**config.mk**
```make
export PLATFORM = sky130hd
export DESIGN_NAME = keypad_scan_ctrl
export DESIGN_NICKNAME = d
export VERILOG_FILES = /design/src/rtl/keypad_scan_ctrl.sv
export SDC_FILE = /design/constraint.sdc
export NUM_CORES = 1
export LEC_CHECK = 0
export CAP_MARGIN = 5
export CORE_MARGIN = 4
export CORE_UTILIZATION = 50
export DETAILED_ROUTE_END_ITERATION = 10
export GPL_TIMING_DRIVEN = 1
export PLACE_DENSITY = 0.73
export RECOVER_POWER = 100
export SLEW_MARGIN = 15
export SYNTH_ARGS = -nofsm -noshare
export SYNTH_HDL_FRONTEND = slang
export SYNTH_SLANG_ARGS = --single-unit
```
**constraint.sdc**
```tcl
create_clock -name i_clk -period 3.1 [get_ports i_clk]
set_clock_uncertainty 0.05 [all_clocks]
set_input_delay 0.465 -clock i_clk [delete_from_list [all_inputs] [get_ports i_clk]]
set_output_delay 0.465 -clock i_clk [all_outputs]
set_load 0.03 [all_outputs]
```
**src/rtl/keypad_scan_ctrl.sv**
```systemverilog
// 4x4 matrix keypad scanner: column drive, row synchronizer, debounce, held-key tracking.
// Optional macro KEYPAD_SHIFT_EN keeps the last four accepted keys on o_digits.
module keypad_scan_ctrl #(
    parameter int unsigned SCAN_DIV     = 16,
    parameter int unsigned DEBOUNCE_CNT = 4
) (
    input  logic        i_clk,
    input  logic        i_rstn,
    output logic [3:0]  o_col,
    input  logic [3:0]  i_row,
    output logic [3:0]  o_key,
    output logic        o_valid,
    output logic        o_pressed,
    output logic [15:0] o_digits
);
    typedef enum logic [1:0] {S_SCAN, S_DEBOUNCE, S_HELD, S_RELEASE} state_t;

    localparam logic [15:0] SLOT_LAST = 16'(SCAN_DIV - 1);
    localparam logic [7:0]  CNT_DONE  = 8'(DEBOUNCE_CNT);

    state_t      state_q, state_d;
    logic [3:0]  row_meta_q, row_sync_q;
    logic [15:0] slot_q;
    logic [1:0]  col_q, col_d;
    logic [3:0]  cand_q, cand_d;
    logic [7:0]  cnt_q, cnt_d;
    logic [3:0]  key_q, key_d;
    logic        valid_q, valid_d;
    logic        pressed_q, pressed_d;
    logic        sample;
    logic        one_low;
    logic        all_high;
    logic        accept;
    logic [3:0]  code;

    function automatic logic [3:0] key_code(input logic [3:0] rows, input logic [1:0] col);
        logic [1:0] r;
        case (rows)
            4'b1110: r = 2'd0;
            4'b1101: r = 2'd1;
            4'b1011: r = 2'd2;
            default: r = 2'd3;
        endcase
        case ({r, col})
            4'h0: key_code = 4'h1;
            4'h1: key_code = 4'h2;
            4'h2: key_code = 4'h3;
            4'h3: key_code = 4'hA;
            4'h4: key_code = 4'h4;
            4'h5: key_code = 4'h5;
            4'h6: key_code = 4'h6;
            4'h7: key_code = 4'hB;
            4'h8: key_code = 4'h7;
            4'h9: key_code = 4'h8;
            4'hA: key_code = 4'h9;
            4'hB: key_code = 4'hC;
            4'hC: key_code = 4'h0;
            4'hD: key_code = 4'hF;
            4'hE: key_code = 4'hE;
            default: key_code = 4'hD;
        endcase
    endfunction

    assign sample   = (slot_q == SLOT_LAST);
    assign one_low  = ($countones(~row_sync_q) == 1);
    assign all_high = (row_sync_q == 4'hF);
    // A candidate always equals the current sample when accepted, so decode from it directly.
    assign code     = key_code(row_sync_q, col_q);

    always_comb begin
        state_d   = state_q;
        col_d     = col_q;
        cand_d    = cand_q;
        cnt_d     = cnt_q;
        key_d     = key_q;
        valid_d   = 1'b0;
        pressed_d = pressed_q;
        accept    = 1'b0;
        if (sample) begin
            case (state_q)
                S_SCAN: begin
                    if (one_low) begin
                        cand_d = row_sync_q;
                        cnt_d  = 8'd1;
                        if (CNT_DONE == 8'd1) accept = 1'b1;
                        else                  state_d = S_DEBOUNCE;
                    end else begin
                        col_d = col_q + 2'd1;
                    end
                end
                S_DEBOUNCE: begin
                    if (row_sync_q == cand_q) begin
                        cnt_d = cnt_q + 8'd1;
                        if (cnt_q + 8'd1 == CNT_DONE) accept = 1'b1;
                    end else begin
                        col_d   = col_q + 2'd1;
                        state_d = S_SCAN;
                    end
                end
                S_HELD: begin
                    if (all_high) begin
                        cnt_d = 8'd1;
                        if (CNT_DONE == 8'd1) begin
                            pressed_d = 1'b0;
                            col_d     = col_q + 2'd1;
                            state_d   = S_SCAN;
                        end else begin
                            state_d = S_RELEASE;
                        end
                    end
                end
                S_RELEASE: begin
                    if (all_high) begin
                        cnt_d = cnt_q + 8'd1;
                        if (cnt_q + 8'd1 == CNT_DONE) begin
                            pressed_d = 1'b0;
                            col_d     = col_q + 2'd1;
                            state_d   = S_SCAN;
                        end
                    end else begin
                        state_d = S_HELD;
                    end
                end
                default: state_d = S_SCAN;
            endcase
        end
        if (accept) begin
            key_d     = code;
            valid_d   = 1'b1;
            pressed_d = 1'b1;
            state_d   = S_HELD;
        end
    end

    always_ff @(posedge i_clk) begin
        if (!i_rstn) begin
            row_meta_q <= 4'hF;
            row_sync_q <= 4'hF;
            slot_q     <= '0;
            state_q    <= S_SCAN;
            col_q      <= '0;
            cand_q     <= 4'hF;
            cnt_q      <= '0;
            key_q      <= '0;
            valid_q    <= 1'b0;
            pressed_q  <= 1'b0;
        end else begin
            row_meta_q <= i_row;
            row_sync_q <= row_meta_q;
            slot_q     <= sample ? '0 : slot_q + 16'd1;
            state_q    <= state_d;
            col_q      <= col_d;
            cand_q     <= cand_d;
            cnt_q      <= cnt_d;
            key_q      <= key_d;
            valid_q    <= valid_d;
            pressed_q  <= pressed_d;
        end
    end

`ifdef KEYPAD_SHIFT_EN
    logic [15:0] digits_q;

    always_ff @(posedge i_clk) begin
        if (!i_rstn)     digits_q <= '0;
        else if (accept) digits_q <= {digits_q[11:0], code};
    end

    assign o_digits = digits_q;
`else
    assign o_digits = {12'h000, key_q};
`endif

    assign o_col     = ~(4'b0001 << col_q);
    assign o_key     = key_q;
    assign o_valid   = valid_q;
    assign o_pressed = pressed_q;

endmodule

```
Word-level counts from Yosys, hierarchy flattened

Memories as Yosys holds them, arrays and structs flattened. A register that Yosys moved wholly into a read port is not among the register bits.
Index checks and enable logic that the tools add are counted.

Bits in registers: 42
Latch bits: 0
Bits in writable memories: 0
Memory bits (read-only): 64
Bits of input ports: 6
Output and inout port bits: 26
Logic and storage cells: 88
Memories kept: 1

Add/subtract/negate cells: 6
Multipliers: 0
Divide/modulo/power cells: 0
Order comparisons: 0
Equal/unequal tests: 23
Shifts and indexed selects: 1
Muxes and demuxes: 29
Bitwise logic cells: 3
Reduce and logical (&&, ||, !) cells: 15

Memory list:

| name             | depth | width | read ports | clocked after Yosys merged registers in | wr ports | line | source |
|---|---|---|---|---|---|---|---|
| (name not given) | 16    | 4     | 1          | 1                                       | 0        | 44   | `case ({r, col})` |

Operator list:

| operator                | number |
|---|---|
| $mux W8                 | 4 |
| $pmux W8 S4             | 1 |
| $mux W2                 | 11 |
| $add A16 B1 Y16 const B | 1 |
| $eq A16 B4 Y1 const B   | 1 |
| $eq A4 B4 Y1 const B    | 4 |
| $reduce_and A5 Y1       | 3 |
| $ne A2 B2 Y1 const B    | 7 |
| $ne A3 B3 Y1 const B    | 4 |
| $pmux W2 S3             | 2 |
| $mux W1                 | 10 |
| $add A8 B1 Y8 const B   | 1 |
| $eq A8 B3 Y1 const B    | 1 |
| $not A4 Y4              | 2 |
| $pmux W2 S4             | 1 |
| $reduce_bool A2 Y1      | 4 |
| $reduce_and A6 Y1       | 1 |
| $add A1 B1 Y2           | 2 |
| $eq A2 B2 Y1 const B    | 2 |
| $eq A4 B4 Y1            | 1 |
| $ne A4 B4 Y1 const B    | 1 |
| $reduce_and A4 Y1       | 1 |
| $reduce_or A2 Y1        | 2 |
| $shl A1 B2 Y4 const A   | 1 |
| other kinds (9)         | 9 |

Logic depth before layout (Yosys ltp)

Depth in word-level cells: 8
Gate-level depth with buffers: 10
Gate-level depth less buffers: 9

Least setup slack after synthesis

OpenSTA, ideal clock, no wires.

Path kind: reg2reg
Start point: reg row_sync_q[0]
End point: reg cnt_q[6]
Setup time: 0.133 ns
Arrival time: 2.463 ns
Data required time: 2.917 ns
Setup slack: 0.455 ns
Cell stages (with the launch flop): 11
Buffers on the path: 1
Clock period less this slack: 2.645 ns
Path through: dfxtp_1 -> fa_1 -> inv_1 -> ha_1 -> ha_1 -> nor4b_1 -> nor2_1 -> o21ai_1 -> and2_0 -> buf_2 -> o221ai_1

Cells in the longest elaborated chain, start to end: 6
Elaborated cells on any way between the ends: 11
Those cells by class: add/sub: 2; eq/ne: 7; bitwise: 1; reduce/logical: 1

Ends and longest elaborated chain:

| item                                | line | source |
|---|---|---|
| start: declaration                  | 22   | `logic [3:0] row_meta_q, row_sync_q;` |
| start signal: assignment            | 149  | `row_sync_q <= row_meta_q;` |
| $not A4 Y4                          | 65   | `assign one_low = ($countones(~row_sync_q) == 1);` |
| $add A1 B1 Y2 (implied by the code) | 65   |  |
| $add A2 B2 Y3 (implied by the code) | 65   |  |
| $eq A3 B1 Y1                        | 65   |  |
| $ne A2 B2 Y1 (no line)              | --   |  |
| $reduce_and A5 Y1 (no line) (*)     | --   |  |
| end signal: assignment              | 154  | `cnt_q <= cnt_d;` |
| end: declaration                    | 26   | `logic [7:0] cnt_q, cnt_d;` |

Mark *: on every way between the ends. The rest lies on a longest branch, timed or not.
A chain may end at the register's enable or synchronous reset.

Final worst setup path

Start point: reg row_sync_q[0]
End point: reg cnt_q[7]

Same word-level chain as after synthesis.

==> results.toml <==
[finish]
fillers = 467
final_area_sq_um = 2780
areaGrowthSynthToFinish_pct = 6.88
layout-drive-gt1-share = 0.0662
antenna_cells = 0
multi_input_area_sq_um = 1400
seq_area_sq_um = 921
final_util = 0.570
final_nets = 321

[sta]
rsz0062_at_grt = "no"
finalHoldViolCount = 0
tns_ns = 0
worst_pin_slew_ns = 0.788
min_period_over_period = 0.904
period_needed_ns = 2.80
maxSlewHeadroom = 0.468
finalSetupViolations = 0
finalMaxSlewViolations = 0
fmax_mhz = 357

[status]
status = "completed"

[cts]
postCtsHoldBufs = 0
cts_max_level = 2
cts_tree = "built"
clkTransAtPathRegs_ns = 0.08
cts.sinks = 46
clock_path_buffers = 2
cts-root-buf = "clkbuf_8"
numCtsBuffers = 5
insertion_delay_ns = 0.30

[yosys]
yosys_warnings = 0
synth_area_sq_um = 2600
synth_top_family_by_area = "simple AND/OR/NAND/NOR gates"
synth-seq-cells = 46
synthSimpleGateAreaFrac = 0.269
avgSynthCellArea_sq_um = 9.03
async_flop_share = 0
synthAdderAreaFrac = 0.0702
synthFlopType = "dfxtp_1"
seq_area_frac_synth = 0.354
synth.area.mux_share = 0.0471
synth_compound_area_frac = 0.0885
yosysUniqueCellTypes = 56
synthXorXnorAreaFrac = 0.0640
synth-edff-count = 0
netlist_instances = 288

[placement]
placed_cell_area_sq_um = 2730
dp_hpwl_mm = 3.34
numPortBuffers = 19
place_congestion = 0.799

[detailed_routing]
drt_pass1_iterations = 4
routed_via_density = 5.22
routedWlPerCell_microns = 12.3
vias = 1928
drc = 0
drt_wl_total_mm = 4.55
drtIter0Drc = 107
antenna_left = 0

[die]
dieHeight_microns = 80.1
num_io_pins = 32
start_util = 0.533
core_region_area_sq_um = 4880
dieArea_sq_um = 6420
fp.dieW_microns = 80.1
rows = 25

[flow_run]
maxCapViolations = 0

[worst_setup_path]
cp-startpoint = "row_sync_q[0]"
path_max_fanout = 9
r2r-start = "row_sync_q[0]"
end_kind = "flip-flop"
critPathKind = "reg2reg"
arrival_ns = 2.94
timing.reg2reg.setup_slack_ns = 0.30
cp.required_ns = 3.24
crit_path_start_kind = "flip-flop"

[power_and_ir_drop]
p_leak_nw = 1.10
peakVddDrop_v = 0.000277
power_density_nw_per_um2 = 407

[global_routing]
grt_pass1_vias = 1812
grt_overflow_total = 0
grt_util_all_layers = 0.155
grt_max_degree = 23
antenna_found_initial = 0
grt_pass1_wl_mm = 8.05

[min_path]
hp-class = "reg2reg"
worstHoldStart = "row_meta_q[2]"
[through the flow]
stage | setup slack, ns | cells | hold WS (ns) | total power, mW
floorplan | 0.455 | 299 | 0.336 | 0.699
global placement | 0.424 | 361 | 0.339 | 0.705
detailed placement | 0.284 | 361 | 0.342 | 0.707
CTS | 0.252 | 369 | 0.364 | 1.15
global route | 0.0519 | 369 | 0.379 | 1.18
finish | 0.299 | 369 | 0.361 | 1.13
[state kept, by name (all words and copies together) (netlist names)]
| register | flops |
|---|---|
| slot_q | 16 |
| cand_q | 4 |
| col_q | 2 |
| row_sync_q | 4 |
| state_q | 2 |
| o_pressed | 1 |
| o_key | 4 |
| row_meta_q | 4 |
| cnt_q | 8 |
| o_valid | 1 |
[cell usage in the layout (no fill, tap or decap), drive strengths merged, types with 6 or more instances in the layout]
master       synthesis  routed
inv                 15      15
xor2                10      10
mux2i               10      10
nor2                22      22
ha                  13      13
dlygate4sd3          1      15
nand2b               8       8
nand2               32      32
conb                 1      12
nand4                9       9
nor3                 6       6
xnor2                9       9
clkbuf               8      10
and4                 6       6
dfxtp               46      46
nand3               16      16
[what timing repair did]
item | CTS | global route
gates resized for setup | 0 | 1
setup buffers | 0 | 0
setup endpoints to repair | 0 | 4
[power breakdown]
| part | switching, mW | internal, mW | total (mW) |
|---|---|---|---|
| clock network | 0.200 | 0.241 | 0.441 |
| logic | 0.0562 | 0.0282 | 0.0843 |
| registers | 0.00721 | 0.598 | 0.606 |
[logic make-up (layout without fill, tap and decap cells)]
logic type,after synthesis,count (layout)
other cells,1,12
mux,11,11
buf+inv,43,46
fa+ha+maj,14,14
compound gates,29,29
simple gates,125,125
xor+xnor,19,19
flops,46,46
[worst max-delay path, cell delays in order (launching register included)]
cell      delay [ns]
dfxtp_1         0.39
fa_1            0.56
inv_1           0.05
ha_1            0.18
ha_1            0.29
nor4b_1         0.40
nor2_1          0.10
o21ai_1         0.11
clkbuf_2        0.24
a31oi_1         0.11
a31o_2          0.22
[final timing paths]
path	end	depth (start not counted)
worst max-delay path	cnt_q[7]	10
worst min-delay path	row_sync_q[2]	1
worst min register to register	row_sync_q[2]	1
worst max register to register	cnt_q[7]	10
[area by class of cell]
| class | count | share of cell area |
|---|---|---|
| clock buffer | 6 | 0.0261 |
| inverter | 15 | 0.0203 |
| timing repair buffer | 23 | 0.0743 |
| tap | 67 | 0.0302 |
| multi-input combinational | 210 | 0.505 |
| clock inverter | 2 | 0.0135 |
| sequential | 46 | 0.331 |
[synth_stat cells (2+ instances only)]
cell      count  area [sq um]
xor2_1       10          87.6
xnor2_1       9          78.8
dfxtp_1      46           921
nand2_1      32           120
nand2b_1      8          50.1
nor3_4        2          32.5
clkbuf_1      5          18.8
and4_1        3          26.3
nor2_1       21          78.8
clkbuf_8      3          41.3
ha_1         13           163
nor4_1        4          25.0
o221ai_1      2          17.5
mux2i_1      10           100
a21oi_1       3          15.0
buf_4        16           120
o21ai_0       4          20.0
o211ai_1      5          37.5
and4_2        3          30.0
o211a_1       2          20.0
nor3b_1       2          15.0
and4b_1       2          20.0
nor4b_1       3          26.3
and3_1        4          25.0
o21a_1        3          22.5
inv_1        15          56.3
nand3_1      16          80.1
nor3_1        4          20.0
buf_6         2          22.5
and2_1        2          12.5
nand4_1       9          56.3
[routing by layer]
layer,vias up,wire length [microns],track usage
met3,11,186,0.0336
met4,0,99,0.0591
met2,35,2090,0.253
met1,887,2170,0.199
met5,-,0,0
li1,995,-,-
(Power assumes the default switching activity.)
